==> config.mk <==
export PLATFORM = sky130hd
export DESIGN_NAME = pll_lock_monitor
export DESIGN_NICKNAME = d
export VERILOG_FILES = /design/src/rtl/pll_lock_monitor.sv
export SDC_FILE = /design/constraint.sdc
export NUM_CORES = 1
export LEC_CHECK = 0
export CAP_MARGIN = 20
export CORE_ASPECT_RATIO = 1.25
export CORE_MARGIN = 2
export CORE_UTILIZATION = 39
export DETAILED_ROUTE_END_ITERATION = 16
export PLACE_DENSITY = 0.58
export SYNTH_ARGS = -nofsm -noshare
export SYNTH_HDL_FRONTEND = slang
export SYNTH_SLANG_ARGS = --single-unit
==> constraint.sdc <==
create_clock -name clk_tb -period 3.2 [get_ports clk_tb]
set_input_delay 0.64 -clock clk_tb [delete_from_list [all_inputs] [get_ports clk_tb]]
set_output_delay 0.64 -clock clk_tb [all_outputs]
set_load 0.02 [all_outputs]
==> src/rtl/pll_lock_monitor.sv <==
`timescale 1ns/1ps
// pll_lock_monitor
//   Supervises NUM_CH PLL lock indications in the clk_tb domain. Each lock
//   input is synchronised and then tracked by its own state machine. The
//   machine enforces an acquisition timeout, detects loss of lock, and allows
//   a bounded number of relocks before latching a failure.
//
// Ports
//   clk_tb       monitor clock
//   rst_n        asynchronous active-low reset
//   arm          1-cycle pulse: restart supervision of every enabled channel
//   clear        1-cycle pulse: zero results_cnt (drops that cycle's events)
//   ch_en        per-channel enable, static between arms
//   pll_lock     asynchronous lock indications
//   ch_locked    channel is in LOCKED
//   ch_fail      channel is in FAIL (sticky until arm or reset)
//   err_pulse    one-cycle error event per channel
//   all_locked   >=1 channel enabled and every enabled channel locked
//   fail_any     OR of ch_fail
//   results_cnt  saturating count of error events
//   state_dbg    per-channel FSM state, 3 bits per channel (channel c at [3c+:3])
//
// Control semantics: arm and clear are plain single-cycle request pulses with
// no acknowledge. Each is acted on at the clk_tb edge where it is sampled high.
// arm takes priority over every per-channel transition. A channel whose ch_en
// is low returns to IDLE on the next edge.
module pll_lock_monitor #(
  parameter int NUM_CH       = 3,
  parameter int SYNC_STAGES  = 3,
  parameter int LOCK_TIMEOUT = 4096,
  parameter int MAX_RELOCK   = 1,
  parameter int ERR_CNT_W    = 3
) (
  input  logic                  clk_tb,
  input  logic                  rst_n,
  input  logic                  arm,
  input  logic                  clear,
  input  logic [NUM_CH-1:0]     ch_en,
  input  logic [NUM_CH-1:0]     pll_lock,
  output logic [NUM_CH-1:0]     ch_locked,
  output logic [NUM_CH-1:0]     ch_fail,
  output logic [NUM_CH-1:0]     err_pulse,
  output logic                  all_locked,
  output logic                  fail_any,
  output logic [ERR_CNT_W-1:0]  results_cnt,
  output logic [3*NUM_CH-1:0]   state_dbg
);

  localparam int TMR_W = (LOCK_TIMEOUT > 1) ? $clog2(LOCK_TIMEOUT) : 1;
  localparam logic [TMR_W-1:0] TMR_LAST = TMR_W'(LOCK_TIMEOUT - 1);
  localparam logic [1:0]       MAX_RL   = 2'(MAX_RELOCK);
  localparam logic [31:0]      CNT_MAX  = (32'd1 << ERR_CNT_W) - 32'd1;

  typedef enum logic [2:0] {
    ST_IDLE      = 3'd0,
    ST_WAIT_LOCK = 3'd1,
    ST_LOCKED    = 3'd2,
    ST_LOST      = 3'd3,
    ST_FAIL      = 3'd4
  } ch_state_e;

  // Lock synchroniser: a plain flop chain per bit with no filtering.
  logic [NUM_CH-1:0] sync_q [SYNC_STAGES];
  logic [NUM_CH-1:0] lk;

  always_ff @(posedge clk_tb or negedge rst_n) begin
    if (!rst_n) begin
      for (int i = 0; i < SYNC_STAGES; i++) sync_q[i] <= '0;
    end else begin
      sync_q[0] <= pll_lock;
      for (int i = 1; i < SYNC_STAGES; i++) sync_q[i] <= sync_q[i-1];
    end
  end

  assign lk = sync_q[SYNC_STAGES-1];

  // err_next is the registered pulse's next value. The error counter adds it
  // on the same edge, so results_cnt moves together with err_pulse.
  logic [NUM_CH-1:0] err_next;

  for (genvar c = 0; c < NUM_CH; c++) begin : g_ch
    ch_state_e        state_q, state_d;
    logic [TMR_W-1:0] tmr_q, tmr_d;
    logic [1:0]       rl_q, rl_d;
    logic             err_q, err_d;
    logic             timeout;

    assign timeout = (tmr_q == TMR_LAST);

    always_comb begin
      state_d = state_q;
      tmr_d   = tmr_q;
      rl_d    = rl_q;
      err_d   = 1'b0;
      if (state_q == ST_WAIT_LOCK || state_q == ST_LOST) tmr_d = tmr_q + TMR_W'(1);

      if (arm) begin
        // arm overrides any pending transition and suppresses its pulse.
        tmr_d   = '0;
        rl_d    = '0;
        state_d = ch_en[c] ? ST_WAIT_LOCK : ST_IDLE;
      end else if (!ch_en[c]) begin
        state_d = ST_IDLE;
      end else begin
        unique case (state_q)
          ST_IDLE: ;
          ST_WAIT_LOCK: begin
            // Level check, so a PLL already locked at arm is accepted.
            // Lock wins over a timeout in the same cycle.
            if (lk[c]) begin
              state_d = ST_LOCKED;
            end else if (timeout) begin
              state_d = ST_FAIL;
              err_d   = 1'b1;
            end
          end
          ST_LOCKED: begin
            if (!lk[c]) begin
              state_d = ST_LOST;
              err_d   = 1'b1;
              tmr_d   = '0;
              rl_d    = (rl_q == 2'd3) ? rl_q : rl_q + 2'd1;
            end
          end
          ST_LOST: begin
            // The loss was already reported, so a relock beyond the allowance
            // fails silently.
            if (lk[c]) begin
              state_d = (rl_q <= MAX_RL) ? ST_LOCKED : ST_FAIL;
            end else if (timeout) begin
              state_d = ST_FAIL;
              err_d   = 1'b1;
            end
          end
          ST_FAIL: ;
          default: state_d = ST_IDLE;
        endcase
      end
    end

    always_ff @(posedge clk_tb or negedge rst_n) begin
      if (!rst_n) begin
        state_q <= ST_IDLE;
        tmr_q   <= '0;
        rl_q    <= '0;
        err_q   <= 1'b0;
      end else begin
        state_q <= state_d;
        tmr_q   <= tmr_d;
        rl_q    <= rl_d;
        err_q   <= err_d;
      end
    end

    assign ch_locked[c]       = (state_q == ST_LOCKED);
    assign ch_fail[c]         = (state_q == ST_FAIL);
    assign err_pulse[c]       = err_q;
    assign err_next[c]        = err_d;
    assign state_dbg[3*c +: 3] = state_q;
  end

  assign all_locked = (|ch_en) & (&(ch_locked | ~ch_en));
  assign fail_any   = |ch_fail;

  logic [31:0]          n_err;
  logic [31:0]          cnt_sum;
  logic [ERR_CNT_W-1:0] cnt_d;

  always_comb begin
    n_err = '0;
    for (int i = 0; i < NUM_CH; i++) n_err = n_err + {31'd0, err_next[i]};
    cnt_sum = 32'(results_cnt) + n_err;
    if (clear)                  cnt_d = '0;
    else if (cnt_sum > CNT_MAX) cnt_d = ERR_CNT_W'(CNT_MAX);
    else                        cnt_d = ERR_CNT_W'(cnt_sum);
  end

  always_ff @(posedge clk_tb or negedge rst_n) begin
    if (!rst_n) results_cnt <= '0;
    else        results_cnt <= cnt_d;
  end

endmodule

==> run_results.csv <==
group,metric,value,unit
layout,layoutNonFillerInstCount,534,
routing,drt_first_iter_violations,174,
place,place_worst_setup_slack,0.0517,ns
critical_path,r2r-end,"results_cnt[1]",
timing,final_critical_path_setup_slack,0.0657,ns
layout,diodes,0,
layout,finish.utilization,48.3,%
cts,cts_inserted_buffers,9,
cts,cts_sinks,66,
critical_path,r2r_slack,0.22,ns
synth,mappedNetlistArea,0.00359,mm^2
routing,dr_total_vias,2945,
global_routing,antenna_violations_before_repair,0,
layout,layout-area-overhead-vs-synth,21.4,%
critical_path,timing.setup.critical_path_class,"in -> out",
min_path,worstHoldPathCells,0,
routing,drc_errors,0,
die,pin_count,33,
pwr,power.share.switching,22.4,%
timing,grt_setup_unrepaired,"false",
synth,mappedNetlistNets,392,
place,numPortBuffers,32,
critical_path,worst_r2r_path_depth,9,
synth,gate_count_post_synth,369,
routing,wl_per_cell,15.4,um
outcome,run_status,"finished, final reports clean",
global_routing,via_count_of_the_first_global_routing_pass,2911,
critical_path,crit_path_start_kind,"primary input",
timing,max-slew-margin-rel,42.7,%
layout,final_cell_area,0.00436,mm^2
critical_path,reg2reg_from,"g_ch[2].tmr_q[0]",
global_routing,globalRoute.totalOverflow,0,
global_routing,grt_max_degree,67,
cts,cts.htree.levels,3,
routing,postRouteAntennaNets,0,
routing,avgViaCountPerCell,5.51,
layout,fill_cells,865,
cts,postCtsSetupBuffers,0,
routing,drtPass1Iterations,4,
pwr,part_of_the_power_in_combinational_logic,6.8,%
pwr,static_leak,1.69,nW
run,drv.max_cap_violation_count,0,
layout,final_nets,429,
synth,synthesis.area_per_instance,9.74,um^2
critical_path,highest_cell_delay_on_the_worst_timing_path,0.69,ns
place,post_dp_cell_area,0.00407,mm^2
global_routing,first_pass_grt_wire_length,14.2,mm
cts,insertion_delay,0.33,ns
synth,yosys_most_used_dff,"sky130_fd_sc_hd__dfrtp_1",
min_path,launch_instance_of_the_worst_min_delay_path,"sync_q[4]",
critical_path,critical_path.most_common_cell,"sky130_fd_sc_hd__clkdlybuf4s50_1",
pwr,power.total,2.00,mW
critical_path,critPathSlowestCell,"sky130_fd_sc_hd__clkdlybuf4s50_1",
die,initial_util,39.8,%
place,dp.final_hpwl,5.75,mm
critical_path,critPathTopFamily,"buffers and inverters",
timing,report.final.setup_viol,0,
min_path,worstHoldPathType,"reg -> reg",
cts,cts_repair_resize_count,0,
synth,yosysWarningCount,0,
timing,worstMarginPinSlew,0.860,ns
timing,timing.hold.ws,0.342,ns
cts,path_clk_slew,0.05,ns
pwr,power.net_switching,0.448,mW
die,area_of_the_core,0.00903,mm^2
timing,timing.final.max_slew_violations,0,
die,chipHeight,111,um
critical_path,cp.buffers_inverters,2,
routing,drt_wl_total,8.24,mm
synth,synth-edff-count,0,
synth,async_s_r_ff_share_synth,100,%
pwr,power.internal,1.55,mW
global_routing,grtUsageTotal,17.6,%
cts,clock_path_buffers,2,
cts,clockRootBuffer,"sky130_fd_sc_hd__clkbuf_16",
timing,share_of_the_clock_period_used_by_the_worst_path,97.9,%
place,post-place-cells,518,
critical_path,element_type_at_the_critical_path_end,"output port",
critical_path,critical_path.max_fanout,5,
layout,seqCellArea,0.00165,mm^2
timing,timing.fmax,319,MHz
critical_path,worst_ep_required_time,2.56,ns
timing,fin_setup_tns,0,ns
timing,fin_crit,3.13,ns
cts,post_cts_hold_buffer_count,0,
layout,multi_input_area,0.00176,mm^2
synth,post_synth_num_cell_types,51,
place,gpl.final_weighted_congestion,0.761,
layout,final_layout_size_suffix_gt1_share,8.03,%
die,fp.dieW,89.9,um
critical_path,worst_ep_arrival_time,2.49,ns
pwr,power.share.sequential,43.7,%
synth,synth-seq-cells,66,
critical_path,critical_path.cell_chain,"clkdlybuf4s50_1, nor3_1, a21o_1, a221oi_1, clkdlybuf4s50_1",
timing,final.setup_skew,0.00775,ns
pwr,pwr-share-clk,49.6,%
pwr,irDropWorstVdd,0.392,mV
min_path,whs_endpoint,"lk[1]",
die,fp.dieArea,0.0100,mm^2
timing,final-hold-violation-count,0,
cts,cts_tree,"done",
die,placement_rows,39,
pwr,power_density,458,mW/mm^2
synth,synth-seq-area-share,46.0,%
[power by group through the flow]
stage	clock [mW]	combinational [mW]	sequential, mW
after floorplan	0	0.0725	0.884
after global placement	0	0.135	0.886
final	0.991	0.135	0.872
after global routing	1.06	0.153	0.875
after detailed placement	0	0.137	0.886
after CTS	1.01	0.138	0.872
[placed cells by master (no fill, tap or decap), drive strengths merged, types with 9 or more instances in the layout]
master,count
nand2,17
ha,11
or3,9
clkdlybuf4s50,31
a21oi,30
dfrtp,66
mux2i,10
nand3,11
o31ai,15
o21ai,21
nor2,23
nand4,9
o211ai,10
or4,19
clkbuf,14
inv,21
buf,14
[kinds of logic (layout without fill, tap and decap cells)]
logic type                 after synthesis  count (layout)  share of synthesized area [%]
and+or+nand+nor                        137             137                           22.9
AOI/OAI and AO/OA                       93              93                           16.3
DFF                                     66              66                           46.0
buffers and inverters                   42              84                           5.05
adders and majority gates               13              13                           4.94
muxes                                   12              12                           3.41
xor gates and xnor gates                 6               6                           1.46
[Yosys cell counts, types with 2 or more instances]
cell,number,area [um^2]
sky130_fd_sc_hd__a211oi_1,3,22.5
sky130_fd_sc_hd__a21o_1,2,15.0
sky130_fd_sc_hd__a21oi_1,30,150
sky130_fd_sc_hd__a311oi_1,2,17.5
sky130_fd_sc_hd__a31oi_1,3,18.8
sky130_fd_sc_hd__and4_1,2,17.5
sky130_fd_sc_hd__buf_2,4,20.0
sky130_fd_sc_hd__buf_4,3,22.5
sky130_fd_sc_hd__clkbuf_1,11,41.3
sky130_fd_sc_hd__clkinv_1,2,7.51
sky130_fd_sc_hd__dfrtp_1,66,1650
sky130_fd_sc_hd__fa_1,2,40.0
sky130_fd_sc_hd__ha_1,11,138
sky130_fd_sc_hd__inv_1,21,78.8
sky130_fd_sc_hd__mux2_2,2,22.5
sky130_fd_sc_hd__mux2i_1,10,100
sky130_fd_sc_hd__nand2_1,17,63.8
sky130_fd_sc_hd__nand2b_1,5,31.3
sky130_fd_sc_hd__nand3_1,11,55.1
sky130_fd_sc_hd__nand3b_1,6,45.0
sky130_fd_sc_hd__nand4_1,9,56.3
sky130_fd_sc_hd__nand4b_1,5,43.8
sky130_fd_sc_hd__nor2_1,23,86.3
sky130_fd_sc_hd__nor2b_1,5,31.3
sky130_fd_sc_hd__nor3_1,4,20.0
sky130_fd_sc_hd__nor3b_1,4,30.0
sky130_fd_sc_hd__nor4_1,8,50.1
sky130_fd_sc_hd__o211ai_1,10,75.1
sky130_fd_sc_hd__o21ai_0,18,90.1
sky130_fd_sc_hd__o21ai_2,2,17.5
sky130_fd_sc_hd__o31a_1,2,17.5
sky130_fd_sc_hd__o31ai_1,15,113
sky130_fd_sc_hd__or3_1,9,56.3
sky130_fd_sc_hd__or3b_1,2,17.5
sky130_fd_sc_hd__or4_1,19,143
sky130_fd_sc_hd__or4b_1,2,20.0
sky130_fd_sc_hd__xnor2_1,5,43.8
[worst max path at each step]
stage / startpoint / endpoint / slack, ns / cells past startpoint
after floorplan: g_ch[2].state_q[0] / results_cnt[1] / 0.26 / 9
after global placement: ch_en[2] / all_locked / 0.11 / 5
after detailed placement: ch_en[2] / results_cnt[1] / 0.05 / 8
after CTS: ch_en[2] / all_locked / 0.07 / 5
after global routing: g_ch[2].tmr_q[0] / results_cnt[1] / 0.01 / 9
final: ch_en[2] / all_locked / 0.07 / 5
[routing by layer]
layer | GRT usage (%) | wire, um
met1 | 23.5 | 3980
met2 | 27.8 | 3820
met3 | 3.67 | 272
met4 | 8.00 | 167
met5 | 0 | 0
[flip-flops by register name, summed over array words and instances (netlist names)]
| signal | cells |
|---|---|
| g_ch.err_q | 3 |
| g_ch.rl_q | 6 |
| g_ch.state_q | 9 |
| g_ch.tmr_q | 36 |
| lk | 3 |
| results_cnt | 3 |
| sync_q | 6 |
[final cells by class]
class	instances	area share [%]
inverter	23	1.98
clock buffer	14	6.05
timing repair buffer	45	9.46
clock inverter	2	0.803
tap	123	3.53
sequential	66	37.8
multi-input combinational	261	40.3
Note: power is estimated with default switching activity, not from simulation.
